## config.mk

```make
export PLATFORM = sky130hd
export DESIGN_NAME = mem_stage
export DESIGN_NICKNAME = d
export VERILOG_FILES = /design/src/rtl/mem_stage.sv
export SDC_FILE = /design/constraint.sdc
export NUM_CORES = 1
export LEC_CHECK = 0
export CORE_MARGIN = 4
export CORE_UTILIZATION = 66
export CTS_CLUSTER_SIZE = 10
export DETAILED_ROUTE_END_ITERATION = 6
export PLACE_DENSITY_LB_ADDON = 0.12
export SYNTH_ARGS = -nofsm -noshare
export SYNTH_HDL_FRONTEND = slang
export SYNTH_SLANG_ARGS = --single-unit
export TNS_END_PERCENT = 50
```

## constraint.sdc

```tcl
create_clock -name i_clock -period 6 [get_ports i_clock]
set_clock_uncertainty 0.05 [all_clocks]
set_input_delay 1.5 -clock i_clock [delete_from_list [all_inputs] [get_ports i_clock]]
set_output_delay 1.5 -clock i_clock [all_outputs]
set_load 0.01 [all_outputs]
```

## src/rtl/mem_stage.sv

```systemverilog
// MIPS memory-access stage: word-addressed data memory, branch resolution,
// MEM/WB pipeline register and a debug read / clear-sweep port.
module mem_stage #(
  parameter int unsigned NB_DATA = 32,
  parameter int unsigned NB_REG  = 5,
  parameter int unsigned NB_PC   = 6,
  parameter int unsigned NB_ADDR = 5
) (
  input  logic               i_clock,
  input  logic               i_reset,
  input  logic               i_enable,
  input  logic               i_MEM_reg_write,
  input  logic               i_MEM_mem_to_reg,
  input  logic               i_MEM_mem_read,
  input  logic               i_MEM_mem_write,
  input  logic               i_MEM_branch,
  input  logic               i_MEM_zero,
  input  logic [NB_PC-1:0]   i_MEM_branch_address,
  input  logic [NB_DATA-1:0] i_MEM_alu_result,
  input  logic [NB_DATA-1:0] i_MEM_write_data,
  input  logic [NB_REG-1:0]  i_MEM_selected_reg,
  input  logic               i_clear_req,
  input  logic [NB_ADDR-1:0] i_debug_addr,
  output logic               o_MEM_pc_src,
  output logic [NB_PC-1:0]   o_MEM_branch_address,
  output logic               o_WB_reg_write,
  output logic               o_WB_mem_to_reg,
  output logic [NB_DATA-1:0] o_WB_read_data,
  output logic [NB_DATA-1:0] o_WB_alu_result,
  output logic [NB_REG-1:0]  o_WB_selected_reg,
  output logic [NB_DATA-1:0] o_debug_data,
  output logic               o_busy,
  output logic               o_clear_done
);

  localparam int unsigned DEPTH = 1 << NB_ADDR;

  typedef enum logic [1:0] {IDLE, CLEAR, DONE} state_t;

  state_t               state, state_next;
  logic [NB_ADDR-1:0]   counter, counter_next;
  logic [NB_DATA-1:0]   mem [DEPTH];
  logic [NB_ADDR-1:0]   index;
  logic [NB_ADDR-1:0]   wr_addr;
  logic [NB_DATA-1:0]   wr_data;
  logic                 wr_en;
  logic                 unused_addr_bits;

  // Byte address to word index; byte offset and high bits alias onto the same word
  assign index            = i_MEM_alu_result[NB_ADDR+1:2];
  assign unused_addr_bits = ^{i_MEM_alu_result[NB_DATA-1:NB_ADDR+2], i_MEM_alu_result[1:0]};

  assign o_MEM_pc_src         = i_MEM_branch & i_MEM_zero & ~o_busy;
  assign o_MEM_branch_address = i_MEM_branch_address;

  // Sweep state register; busy/done are registered decodes of the next state
  always_ff @(posedge i_clock or posedge i_reset) begin
    if (i_reset) begin
      state        <= IDLE;
      counter      <= '0;
      o_busy       <= 1'b0;
      o_clear_done <= 1'b0;
    end else begin
      state        <= state_next;
      counter      <= counter_next;
      o_busy       <= (state_next != IDLE);
      o_clear_done <= (state_next == DONE);
    end
  end

  always_comb begin
    state_next   = state;
    counter_next = counter;
    wr_en        = 1'b0;
    wr_addr      = index;
    wr_data      = i_MEM_write_data;
    case (state)
      IDLE: begin
        wr_en = i_enable & i_MEM_mem_write;
        if (i_clear_req) begin
          state_next   = CLEAR;
          counter_next = '0;
        end
      end
      CLEAR: begin
        wr_en        = 1'b1;
        wr_addr      = counter;
        wr_data      = '0;
        counter_next = counter + NB_ADDR'(1);
        if (counter == NB_ADDR'(DEPTH - 1)) state_next = DONE;
      end
      DONE:    state_next = IDLE;
      default: state_next = IDLE;
    endcase
  end

  // Data memory contents are never reset
  always_ff @(posedge i_clock) begin
    if (wr_en && !i_reset) mem[wr_addr] <= wr_data;
  end

  // MEM/WB register loads a bubble while the clear sweep owns the memory
  always_ff @(posedge i_clock or posedge i_reset) begin
    if (i_reset) begin
      o_WB_reg_write    <= 1'b0;
      o_WB_mem_to_reg   <= 1'b0;
      o_WB_read_data    <= '0;
      o_WB_alu_result   <= '0;
      o_WB_selected_reg <= '0;
      o_debug_data      <= '0;
    end else begin
      o_debug_data <= mem[i_debug_addr];
      if (i_enable) begin
        if (state == IDLE) begin
          o_WB_reg_write    <= i_MEM_reg_write;
          o_WB_mem_to_reg   <= i_MEM_mem_to_reg;
          o_WB_read_data    <= i_MEM_mem_read ? mem[index] : '0;
          o_WB_alu_result   <= i_MEM_alu_result;
          o_WB_selected_reg <= i_MEM_selected_reg;
        end else begin
          o_WB_reg_write    <= 1'b0;
          o_WB_mem_to_reg   <= 1'b0;
          o_WB_read_data    <= '0;
          o_WB_alu_result   <= '0;
          o_WB_selected_reg <= '0;
        end
      end
    end
  end

endmodule

```

==> key figures, run 1 <==
Place
  – Detail Placement HPWL: 89800 um
  – Routability cong.: 0.905
  – Pre-CTS setup slack: 1.11 ns
  – PortBufs: 189

GRT
  – First-pass GRT wire length: 222000 um
  – Largest net degree at the start of global routing: 86
  – Initial antenna violation count: 4
  – GRT Total Usage: 38.1%
  – Vias in the first global route: 31600
  – Total grt overflow: 0

Critical path
  – Start point of the critical path: i_MEM_alu_result[3]
  – WP data arrival: 4.79 ns
  – Top delay family on crit path: compound AO/OA/AOI/OAI gates
  – Largest fanout on the critical path: 64
  – CP Capture Type: register
  – Critical Path Source Type: input pin
  – Crit path to: o_WB_read_data[0]
  – Max stage delay on crit path: 1.17 ns
  – Worst Path Buf+Inv: 2
  – WP depth: 7
  – Required @ worst endpoint: 6.50 ns
  – Cell Chain, Critical Path: buf_6, and2_4, buf_4, a22o_1, a21oi_1, a221oi_1, o2bb2ai_1
  – Slowest stage cell, crit path: a221oi_1
  – R2R cell count: 5
  – RR Startpoint: state[1]
  – Register-to-register setup slack: 1.84 ns
  – RR Endpoint: mem[6][25]
  – Worst setup path class: input pin to register

Power
  – Total Power: 20.4 mW
  – Worst ir drop on vdd: 290 uV
  – Pwr dens: 346 mW/mm2
  – Clock share of power: 36.5%
  – Switching Power: 5.37 mW
  – Fraction of power spent switching nets: 26.3%
  – Gate power share: 15.1%
  – Leakage power: 20.0 nW
  – Internal power: 15.0 mW
  – Sequential share of power: 48.4%

Die
  – Row count: 101
  – Initial core utilization: 67.1%
  – Die area: 0.0823 mm2
  – Ports: 202
  – Chip width: 287 um
  – Die Ht: 287 um
  – Total core area: 0.0765 mm2

Synthesis
  – Netlist cell types: 33
  – Syn avg cell area: 19.8 um2
  – Synth Cell Area: 0.0513 mm2
  – Post-synth EDFFs: 1024
  – Synth area leaders: edfxtp_1 60%, mux4_2 20%, dfrtp_1 5.5%, mux2i_1 5.2%, mux2_2 2.0%
  – Post-synth top cells: 1024 x edfxtp_1, 448 x mux4_2, 266 x mux2i_1, 112 x dfrtp_1, 107 x clkbuf_1
  – Synth area leader: edfxtp_1
  – Async set-reset flop share out of synthesis: 9.86%
  – Post-synthesis sequential area ratio: 65.4%
  – Cells after Synth: 2596
  – Post-synthesis register bit count: 1136
  – Top FF cell, synth: edfxtp_1
  – Post-synth top area share: 59.9%
  – Most common cell in the synthesized netlist: edfxtp_1
  – Mapped Nets: 2688
  – Yosys warning total: 0

Routing
  – Vias per cell: 7.69
  – WL final: 153000 um
  – 1st-iter DRT viols: 4406
  – DRT Pass-1 Iters: 6
  – DR vias: 30400
  – Number of routed nets with antenna violations: 0
  – Post-detailed-route DRC marker count: 0
  – Post-DR wirelength/cell: 38.7 um

Clock tree
  – Clock latency at the later pin of the worst-skew pair: 0.73 ns
  – Setup Fix Bufs, Post-CTS: 0
  – Max Buffers Root-to-Sink: 3
  – CTS tree: yes
  – H-tree level count: 4
  – # hold bufs at CTS: 0
  – CTS Sinks: 1136
  – Clock transition at path regs: 0.06 ns
  – Cts repair resizes: 0
  – Root Driver: clkbuf_16
  – Number of buffers created by CTS: 133

Timing
  – Min Tclk post-route: 4.28 ns
  – Setup_tns: 0 ns
  – WHS: 0.449 ns
  – FMAX: 233 MHz
  – Final hold violations: 0
  – RSZ-0062 raised after global routing: false
  – Slew Limit Fails: 0
  – Final clock period utilization by the worst path: 71.4%
  – Setup WS post-layout: 1.72 ns
  – Final setup fails: 0
  – Slew @ Worst Pin: 1.45 ns
  – Max transition margin: 3.27%

Finish
  – Final nets: 2920
  – Most flops, register: mem
  – Share of post-route cells with drive strength above 1: 29.3%
  – # diodes: 0
  – Synthesis-to-finish area growth: 15.0%
  – Max reg flops: 1024
  – Utilization after layout: 77.2%

Run status
  – Status: complete, no violations

Min path
  – Min-delay worst type: register to register

Flow run
  – # Max-Cap Violations: 0
==> layout by cell type, fill, tap and decap left out, drive strengths merged, types with 2 or more instances in the layout <==
master            n
nor2b             5
a21oi            59
clkinv            7
edfxtp         1024
buf             129
mux4            448
clkdlybuf4s50   179
o221ai           25
a22oi            21
and2             36
nor3              5
o2bb2ai          25
nor3b             4
dfrtp           112
ha                2
nand3            19
a22o             99
a221oi           57
nand2            36
o21ai             6
clkbuf          225
mux2             89
nor2             38
inv               7
mux2i           266
nand2b            2
==> power groups by stage <==
stage | combinational [mW] | clock (mW) | sequential, mW
4_1_cts | 3.03 | 7.47 | 9.85
5_1_grt | 3.18 | 7.85 | 9.90
6_report | 3.08 | 7.44 | 9.86
3_5_place_dp | 3.00 | 0 | 9.99
2_1_floorplan | 1.63 | 0 | 9.91
3_3_place_gp | 2.93 | 0 | 9.94
==> kinds of logic (layout without fill, tap and decap cells) <==
family                     after synthesis  count (layout)  synth area share, %
and+or+nand+nor                        147             147                 1.39
AOI/OAI and AO/OA                      294             294                 4.49
muxes                                  803             803                 26.8
DFF                                   1136            1136                 65.4
buffers and inverters                  214             547                 1.86
adders and majority gates                2               2               0.0488
==> final cells by class <==
cell class / instances / area [um2]
multi-input cells: 1246 / 17100
fillers: 4005 / 17500
clock buffers: 225 / 3820
flip-flops and latches: 1136 / 33600
well taps: 1030 / 1290
repair buffers: 308 / 3110
clock inverters: 11 / 124
inverters: 3 / 16.3
==> metal layers <==
| metal | track usage, % | up-vias | share of wire (%) |
|---|---|---|---|
| li1 | - | 11600 | - |
| met1 | 50.9 | 15600 | 33 |
| met2 | 58.4 | 2698 | 47 |
| met3 | 10.2 | 538 | 14 |
| met4 | 20.8 | 4 | 6.4 |
| met5 | 0 | - | 0.018 |
==> stage by stage <==
stage | std cells | area, um2
4_1_cts | 3959 | 59000
6_report | 3959 | 59000
3_5_place_dp | 3723 | 55000
5_1_grt | 3959 | 59000
2_1_floorplan | 2596 | 51300
3_3_place_gp | 3723 | 55000
==> worst register-to-register path, stage by stage, from the launching register on <==
cell	delay [ns]
dfrtp_1	0.45
nand2b_2	0.80
mux2i_1	0.80
nand3_1	0.52
nor2_4	0.87
buf_4	0.36
==> worst min path at each step <==
| stage | start | end | slack, ns | depth (start not counted) |
|---|---|---|---|---|
| 6_report | o_WB_read_data[19] | o_WB_read_data[19] | 0.45 | 1 |
| 5_1_grt | o_WB_selected_reg[1] | o_WB_selected_reg[1] | 0.46 | 1 |
| 4_1_cts | o_WB_read_data[19] | o_WB_read_data[19] | 0.45 | 1 |
| 3_5_place_dp | o_WB_read_data[19] | o_WB_read_data[19] | 0.44 | 1 |
| 3_3_place_gp | o_WB_read_data[19] | o_WB_read_data[19] | 0.43 | 1 |
| 2_1_floorplan | counter[4] | counter[4] | 0.45 | 1 |
No activity file was read; power rests on OpenSTA's default activity.
==> run 2, diff against run 1 <==
- CORE_UTILIZATION: 66 -> 61
- clock period: 6 -> 4.32 ns (I/O delays scaled with it)
==> key figures, run 2 (synthesized netlist as in run 1, its figures left out) <==
Timing
  – Final clock period utilization by the worst path: 79.3%
  – Final setup fails: 0
  – Final hold violations: 0
  – Slew Limit Fails: 0
  – Setup_tns: 0 ns
  – RSZ-0062 raised after global routing: false
  – WHS: 0.457 ns
  – Setup WS post-layout: 0.892 ns
  – FMAX: 292 MHz
  – Min Tclk post-route: 3.43 ns
  – Max transition margin: 20.0%
  – Slew @ Worst Pin: 1.20 ns

Routing
  – DR vias: 30100
  – Post-detailed-route DRC marker count: 0
  – Post-DR wirelength/cell: 37.9 um
  – Number of routed nets with antenna violations: 0
  – 1st-iter DRT viols: 4587
  – Vias per cell: 7.44
  – WL final: 153000 um
  – DRT Pass-1 Iters: 6

Power
  – Worst ir drop on vdd: 427 uV
  – Leakage power: 20.3 nW
  – Pwr dens: 475 mW/mm2
  – Total Power: 28.3 mW

Finish
  – Design area: 0.0595 mm2
  – Final nets: 2949
  – Synthesis-to-finish area growth: 16.1%
  – Most frequent cells in the layout: 1024 x edfxtp_1, 448 x mux4_2, 266 x mux2i_1
  – Most flops, register: mem
  – Filler instances: 4991
  – Utilization after layout: 71.3%
  – Share of post-route cells with drive strength above 1: 30.0%
  – Max reg flops: 1024
  – Commonest non-fill, non-tap cell in the layout: edfxtp_1
  – Final std cells w/o fill: 4041

GRT
  – Vias in the first global route: 30600
  – First-pass GRT wire length: 219000 um
  – Initial antenna violation count: 6
  – GRT Total Usage: 34.7%
  – Total grt overflow: 0
  – Largest net degree at the start of global routing: 52

Place
  – Detail Placement HPWL: 89400 um
  – Placed cell area: 0.0556 mm2
  – PortBufs: 189
  – Routability cong.: 0.869
  – Pre-CTS setup slack: 0.640 ns
  – Inst Count DP: 3801

Clock tree
  – Clock transition at path regs: 0.05 ns
  – Clock latency at the later pin of the worst-skew pair: 0.74 ns
  – # hold bufs at CTS: 0
  – Number of buffers created by CTS: 134
  – H-tree level count: 4
  – Setup Fix Bufs, Post-CTS: 0
  – Max Buffers Root-to-Sink: 3
  – CTS tree: yes
  – CTS Sinks: 1136
  – Root Driver: clkbuf_16
  – Cts repair resizes: 0

Flow run
  – # Max-Cap Violations: 0

Die
  – Total core area: 0.0836 mm2
  – Row count: 106
  – Ports: 202
  – Die area: 0.0888 mm2
  – Initial core utilization: 61.4%
  – Die Ht: 298 um
  – Chip width: 298 um

Min path
  – Min-delay worst type: register to register

Critical path
  – CP Capture Type: register
  – WP data arrival: 3.72 ns
  – Required @ worst endpoint: 4.62 ns
  – Largest fanout on the critical path: 21
  – Critical Path Source Type: register
  – Worst setup path class: register to register

Run status
  – Status: complete, no violations
==> run 2: changes by cell type in the layout (fill, tap and decap cells not counted), moves of 3 or more <==
cell	before	now
clkbuf_16	140	135
buf_4	97	104
buf_12	26	48
clkinv_2	0	3
inv_16	0	4
==> run 2: worst paths after layout <==
check | from | to | slack (ns) | cells after the start
worst min register to register | o_WB_alu_result[3] | o_WB_alu_result[3] | 0.46 | 1
worst max register to register | state[1] | mem[7][29] | 0.89 | 5
min in group asynchronous | i_reset | counter[2] | 0.82 | 2
max in group asynchronous | i_reset | o_WB_alu_result[0] | 2.55 | 3
worst max-delay path | state[1] | mem[7][29] | 0.89 | 5
worst min-delay path | o_WB_alu_result[3] | o_WB_alu_result[3] | 0.46 | 1
==> run 2: worst max-delay path, stage by stage (launching register included) <==
cell	delay, ns
dfrtp_1	0.45
nand2b_2	0.57
mux2i_1	0.72
nand3_1	0.50
nor2_4	0.23
buf_4	0.51
==> run 2: per-layer routing <==
layer | part of all wire (%) | track usage (%) | wire length, um | up-vias
met5 | 0.027 | 0 | 41 | -
met4 | 3.7 | 11.5 | 5610 | 6
met3 | 13 | 8.55 | 19300 | 397
met2 | 48 | 54.8 | 73200 | 2366
met1 | 36 | 48.5 | 55000 | 15600
li1 | - | - | - | 11700
==> run 2: cell type report <==
type                    count  area [um2]  share of cell area, %
flip-flops and latches   1136       33600                   56.3
diodes                      1        2.50                0.00420
inverters                   3        17.5                 0.0294
clock buffers             220        3710                   6.23
well taps                1080        1350                   2.27
repair buffers            336        3590                   6.04
clock inverters            19         248                  0.416
multi-input cells        1246       17100                   28.7
==> run 2: power by group <==
group	switching, mW	internal (mW)
combinational	2.65	1.65
clock	4.40	5.90
sequential	0.444	13.2
total	7.49	20.8
